===== src/rtl/riscv_fetch_pc.sv =====
// riscv_fetch_pc: PC register and single-outstanding IMEM fetch sequencer for the multi-cycle RV32I core.
module riscv_fetch_pc #(
    parameter int              XLEN      = 32,
    parameter logic [XLEN-1:0] RESET_PC  = '0,
    parameter bit              CHK_ALIGN = 1'b1
) (
    input  logic            i_clk,
    input  logic            i_rst,
    output logic            o_imem_req_valid,
    output logic [XLEN-1:0] o_imem_addr,
    input  logic            i_imem_req_ready,
    input  logic            i_imem_rsp_valid,
    input  logic [31:0]     i_imem_rsp_data,
    output logic            o_instr_valid,
    output logic [31:0]     o_instr,
    output logic [XLEN-1:0] o_pc,
    output logic [XLEN-1:0] o_pc_plus4,
    input  logic            i_instr_ready,
    input  logic            i_exec_done,
    input  logic [1:0]      i_src_pc,
    input  logic [XLEN-1:0] i_imm,
    input  logic [XLEN-1:0] i_rs1,
    output logic            o_misaligned
);
    localparam logic [1:0] SRC_PC_PC_IMM = 2'd1;
    localparam logic [1:0] SRC_PC_RS_IMM = 2'd2;
    typedef enum logic [2:0] {S_REQ, S_RSP, S_ISSUE, S_EXEC, S_TRAP} state_t;
    state_t          state_q, state_d;
    logic [XLEN-1:0] pc_q, pc_d, next_pc;
    logic [31:0]     instr_q, instr_d;
    always_comb begin
        next_pc = (i_src_pc == SRC_PC_PC_IMM) ? pc_q + i_imm :
                  (i_src_pc == SRC_PC_RS_IMM) ? (i_rs1 + i_imm) & ~XLEN'(1) :
                                                pc_q + XLEN'(4);
    end
    always_comb begin
        state_d = state_q;
        pc_d    = pc_q;
        instr_d = instr_q;
        case (state_q)
            S_REQ:   state_d = i_imem_req_ready ? S_RSP : S_REQ;
            S_RSP: begin
                if (i_imem_rsp_valid) begin
                    instr_d = i_imem_rsp_data;
                    state_d = S_ISSUE;
                end
            end
            S_ISSUE: state_d = i_instr_ready ? S_EXEC : S_ISSUE;
            S_EXEC: begin
                if (i_exec_done) begin
                    pc_d    = next_pc;
                    state_d = (CHK_ALIGN && next_pc[1:0] != 2'b00) ? S_TRAP : S_REQ;
                end
            end
            default: state_d = S_TRAP;
        endcase
    end
    always_ff @(posedge i_clk or posedge i_rst) begin
        if (i_rst) begin
            state_q <= S_REQ;
            pc_q    <= RESET_PC;
            instr_q <= '0;
        end else begin
            state_q <= state_d;
            pc_q    <= pc_d;
            instr_q <= instr_d;
        end
    end
    // The request is masked while reset is held so every valid reads low during reset.
    assign o_imem_req_valid = (state_q == S_REQ) && !i_rst;
    assign o_imem_addr      = pc_q;
    assign o_instr_valid    = state_q == S_ISSUE;
    assign o_instr          = instr_q;
    assign o_pc             = pc_q;
    assign o_pc_plus4       = pc_q + XLEN'(4);
    assign o_misaligned     = state_q == S_TRAP;
endmodule

===== config.mk =====
export PLATFORM = sky130hd
export DESIGN_NAME = riscv_fetch_pc
export DESIGN_NICKNAME = d
export VERILOG_FILES = /design/src/rtl/riscv_fetch_pc.sv
export SDC_FILE = /design/constraint.sdc
export NUM_CORES = 1
export LEC_CHECK = 0
export ABC_AREA = 1
export CORE_ASPECT_RATIO = 1.25
export CORE_UTILIZATION = 45
export DETAILED_ROUTE_END_ITERATION = 8
export PLACE_DENSITY_LB_ADDON = 0.12
export SYNTH_ARGS = -nofsm -noshare
export SYNTH_HDL_FRONTEND = slang
export SYNTH_SLANG_ARGS = --single-unit

===== constraint.sdc =====
create_clock -name i_clk -period 2.25 [get_ports i_clk]
set_input_delay 0.45 -clock i_clk [delete_from_list [all_inputs] [get_ports i_clk]]
set_output_delay 0.45 -clock i_clk [all_outputs]
set_load 0.05 [all_outputs]

# After elaboration in Yosys (flattened, before gate mapping)
# Index checks and enable logic that the tools add are counted.
# word_totals
regBits	67
wordCells	29
inputBits	104
output_inout_bits	131
# classes
mux	8
addsub	3
eq_ne	8
n_reduce_logical	7
# ops
operator	count
32-bit adder	2
32-bit 2-to-1 mux	2
32-bit by 3-bit adder with 32-bit output, second input constant	1
3-bit case mux with 4 select lines	1
3-bit 2-to-1 mux	3
3-bit by 2-bit == test with 1-bit output, second input constant	2
2-bit AND reduction	3
2-bit != test, second input constant	2
3-bit by 1-bit == test with 1-bit output, second input constant	1
3-bit == test, second input constant	1
3-bit logical NOT	1
2-bit by 1-bit == test with 1-bit output, second input constant	1
2-bit == test, second input constant	1
1-bit 2-to-1 mux	2
2-bit nonzero test	1
1-bit logical AND	1
1-bit logical NOT	1

# Logic depth before layout (Yosys ltp)
# Gate-level depths: netlist of the first run.
# depth
ltp_word	7
ltp_mapped	17
ltp_nobuf	17

# Worst setup path before layout of the first run
# Ideal clock, no wire load.
# synth_timing
path_type	register -> output
start	reg pc_q[3], in the netlist o_imem_addr[3]
end	out o_pc_plus4[20]
setup_slack_ns	-0.594
path_stages_with_launch	8
t_required_ns	1.800
path_buffers	0
t_arrival_ns	2.394
cell_sequence	dfrtp_1 > ha_1 > nand2_2 > nor2_4 > nand2_4 > nor2_4 > nand3_2 > xor2_1
# synth_via
elab_chain_len	1
# synth_lines
element	line_no	rtl
from (decl)	29	logic [XLEN-1:0] pc_q, pc_d, next_pc;
from (signal assigned)	65	pc_q <= pc_d;
32-bit by 3-bit adder with 32-bit output	75	assign o_pc_plus4 = pc_q + XLEN'(4);
to (decl)	17	output logic [XLEN-1:0] o_pc_plus4,
# No other way between the ends.

# Worst setup path after layout of the first run
# layout_timing
start	reg pc_q[9], in the netlist o_imem_addr[9]
end	out o_pc_plus4[28]
# Same word-level chain as after synthesis.

==> results.md, run 1 <==
- The flow ran to the end, but the final reports show violations.
- The final reports fail on DRC, setup timing.
- For the final database, setup skew stands at 0.009026 ns.
- In this run the critical register-to-register path is captured at o_imem_addr[26]$_DFFE_PP0P_.
- The startpoint identified for the worst register-to-register timing path is o_imem_addr[9]$_DFFE_PP0P_.
- The area of the core region is 18710 sq um.
- The worst setup path startpoint is o_imem_addr[9]$_DFFE_PP0P_.
- The per-instance average area after synthesis is 6.025 sq um.
- The number of antenna violations at the first check in global routing is 1.
- The final worst-path setup slack is -0.3045 ns.
- The warning count from the yosys run is 0.
- The setup check on the worst reg-to-reg path leaves a slack of -0.15 ns.
- The wire-length estimate of the detail-placed layout is 31720 microns.
- Hold repair after CTS inserted 0 buffers.
- The max-slew violation count came to 0.
- The overall die area is 19650 sq um.
- The number of nets in the layout is 2057.
- The wire length of the first global-routing pass is 60420 microns.
- The largest driver fanout on the critical path is 3.
- The highest clock frequency the design can meet is 391.5 MHz.
- At the worst endpoint, the arrival time is 2.10 ns.
- The number of nets in the synthesized netlist is 1594.
- The worst path uses 113.5% of the clock period.
- The maximum number of pins on one net before global-route repair is 46.
- The TritonCTS clock tree is yes.
- By area the synthesized netlist is led by sky130_fd_sc_hd__nand2_1 21%, sky130_fd_sc_hd__dfrtp_1 20%, sky130_fd_sc_hd__inv_1 10%.
- Wires add up to 44230 microns.
- The worst register-to-register path has a depth of 11.
- Summed over all cells, the static leakage comes to 8.014 nW.
- The placed cell count is 2048.
- The worst hold margin is 0.5022 ns.
- The pre-antenna-repair detailed-routing pass consisted of 7 iterations.
- The top-area cell type share of the netlist area is 20.80%.
- The number of global-route vias before repair is 11.03k.
- Counting distinct cell types in the post-synthesis netlist gives 44.
- The effective utilization at floorplan is 45.93%.
- The final setup violation count is 42.
- For this run the aggregate overflow at the end of global routing stands at 0.
- The number of hold violations in the final report came to 0.
- The number of DRC markers after the initial detailed-route iteration is 1008.
- Counting every sink on the clock net gives 67.
- The number of CTS-inserted buffers is 9.
- Buffers placed on the I/O ports in this run total 234.
- The vias after detailed routing is 11.91k.
- STA classifies the critical path endpoint as an output pin.
- STA puts the critical path data required time at 1.80 ns.
- STA classifies the critical path startpoint as a register.
- The tightest min-delay check is of the reg2reg type.
- The share of post-route cells with drive strength above 1 is 33.05%.
- The congestion estimate from routability-driven global placement came to 1.039.
- The number of maximum-capacitance violations is 0.
- The H-tree generated during clock tree synthesis spans 3 levels.
- The number of top-level pins is 235.
- The cell type with the largest total area after synthesis is sky130_fd_sc_hd__nand2_1.
- The number of buffers on the longest clock path is 2.
- The total global-route track usage is 40.65%.
- Clock latency on the worst-skew pair, taken at its later pin, is 0.35 ns.
- In the routed layout, each cell is associated on average with a via count of 5.600.
- The final cell count without fillers is 2127.
- The area added between synthesis and finish is 74.92%.
- For this run, the register share of the synthesized area comes to 19.51%.
- For the pin with the worst max-slew slack, the measured transition is 0.5987 ns.
- Setup repair after global routing could not meet its margin everywhere.
- The setup path with the least slack is of type reg2out.
- Following the worst setup path forward leads to its endpoint at o_pc_plus4[28].
- The final critical delay including setup and external delays is 2.554 ns.
- The width of the die is 125.6 microns.
- The power density normalized to cell area is 285.5 nW/um^2.
- Across the VDD grid, the largest voltage drop is 0.5347 mV.
- In this run, synthesis produced a sequential element count of 67.
- The CTS root buffer is sky130_fd_sc_hd__clkbuf_16.
- OpenSTA, run right after detailed placement, puts the worst setup slack at -0.5322 ns.
- The post-detailed-route DRC marker count is 10.
- The height of the die is 156.5 microns.
- After clock tree synthesis, the clock-pin slew on the worst setup and hold paths is 0.06 ns.
- The relative slew slack is 59.96%.
- The cell area after synthesis is 8592 sq um.
- The number of nets with antenna violations after routing is 0.
- The cell row count is 56.
- The routed wire length per instance is 20.80 microns.
- In the synthesized netlist, the number of instances is 1426.
-- how the worst min path moves through the flow --
| stage | start | endpoint | cells after the start |
|---|---|---|---|
| after detailed placement | o_instr[5]$_DFFE_PP0P_ | o_instr[5]$_DFFE_PP0P_ | 1 |
| after floorplan | state_q[2]$_DFFE_PP0P_ | state_q[2]$_DFFE_PP0P_ | 2 |
| after global routing | o_instr[5]$_DFFE_PP0P_ | o_instr[5]$_DFFE_PP0P_ | 1 |
| after CTS | o_instr[5]$_DFFE_PP0P_ | o_instr[5]$_DFFE_PP0P_ | 1 |
| after global placement | o_instr[19]$_DFFE_PP0P_ | o_instr[19]$_DFFE_PP0P_ | 1 |
| final | o_instr[21]$_DFFE_PP0P_ | o_instr[21]$_DFFE_PP0P_ | 1 |
-- registers in the layout, indices dropped and copies added (netlist names) --
signal	count
state_q	3
o_imem_addr	32
o_instr	32
-- cells in the mapped netlist, drive strengths merged --
library cell,number
nand3b,8
nor4,3
nor2,117
o21ai,49
buf,40
ha,62
clkbuf,11
o221ai,1
o21bai,9
o211ai,1
inv,235
dfrtp,67
and2,2
fa,2
or2,9
a21oi,90
nor3,26
a31oi,2
o22a,1
nand4,15
nand2,480
xor2,24
o2111ai,2
nand3,125
a21o,2
mux2,32
o22ai,2
o21a,1
xnor2,8
-- layout by cell type, fill, tap and decap left out, types with 32 or more instances in the layout --
cell type and count:
sky130_fd_sc_hd__clkdlybuf4s50_1 147, sky130_fd_sc_hd__ha_4 36, sky130_fd_sc_hd__o21ai_0 35, sky130_fd_sc_hd__a21oi_1 71, sky130_fd_sc_hd__inv_1 224, sky130_fd_sc_hd__nand2_2 42
sky130_fd_sc_hd__dfrtp_1 41, sky130_fd_sc_hd__nand2_1 428, sky130_fd_sc_hd__buf_4 265, sky130_fd_sc_hd__buf_12 37, sky130_fd_sc_hd__mux2_2 32, sky130_fd_sc_hd__nor2_1 72
sky130_fd_sc_hd__nand3_1 104
-- per-stage QoR --
step                      power, mW  setup TNS (ns)  area, sq um  util, %
after CTS                     4.116          -2.975        14100    75.35
final                         4.291          -5.507        15030    80.34
after detailed placement      2.578          -11.47        12960    69.27
after floorplan               1.898         -0.7315         8835        -
after global routing          4.471          -8.553        15030    80.34
after global placement        2.564          -10.69        12960    69.27
-- area by class of cell --
cell class,instances,area [sq um]
clock buffers,10,229.0
flip-flops and latches,67,1709
fillers,1263,3679
clock inverters,6,72.57
multi-input cells,1073,7046
repair buffers,503,4787
diodes,1,2.502
well taps,232,290.3
inverters,235,893.4
-- routing by layer --
metal | global-route usage, % | vias to the layer above | wire length (microns)
met5 | 0 | - | 0
met4 | 26.66 | 0 | 3897
met3 | 6.120 | 247 | 3231
met2 | 72.99 | 744 | 21500
met1 | 44.64 | 5499 | 15610
li1 | - | 5422 | -
-- cell families after synthesis --
| logic type | Yosys count | share of synthesized area (%) |
|---|---|---|
| simple gates | 785 | 38.90 |
| buf+inv | 286 | 14.53 |
| compound gates | 160 | 10.02 |
| flops | 67 | 19.51 |
| fa+ha+maj | 64 | 9.495 |
| xor+xnor | 32 | 3.349 |
| mux | 32 | 4.194 |
-- worst max-delay path: stages (launching register included) --
cell,delay [ns]
sky130_fd_sc_hd__dfrtp_2,0.47
sky130_fd_sc_hd__nand2_1,0.15
sky130_fd_sc_hd__nor2_2,0.23
sky130_fd_sc_hd__nand2_4,0.11
sky130_fd_sc_hd__nor2_4,0.21
sky130_fd_sc_hd__nand3_4,0.13
sky130_fd_sc_hd__o21ai_2,0.15
sky130_fd_sc_hd__and2_4,0.17
sky130_fd_sc_hd__buf_12,0.13
-- report_power, final --
part	switching [mW]	leakage (nW)	internal (mW)
Sequential	0	0.849	1.20
Clock	0.631	0.144	0.871
Combinational	0.869	7.02	0.715
-- what timing repair did --
item	in CTS	in global routing
endpoints found under the setup margin	51	58
resized for setup	130	165
buffers inserted	39	24
pin swaps	39	54
No activity file was read; power rests on OpenSTA's default activity.
==> run 2: changes to the inputs <==
- CAP_MARGIN: not set -> 20
==> results of run 2 <==
No change in the layout: final DEF, timing and power equal those of run 1.
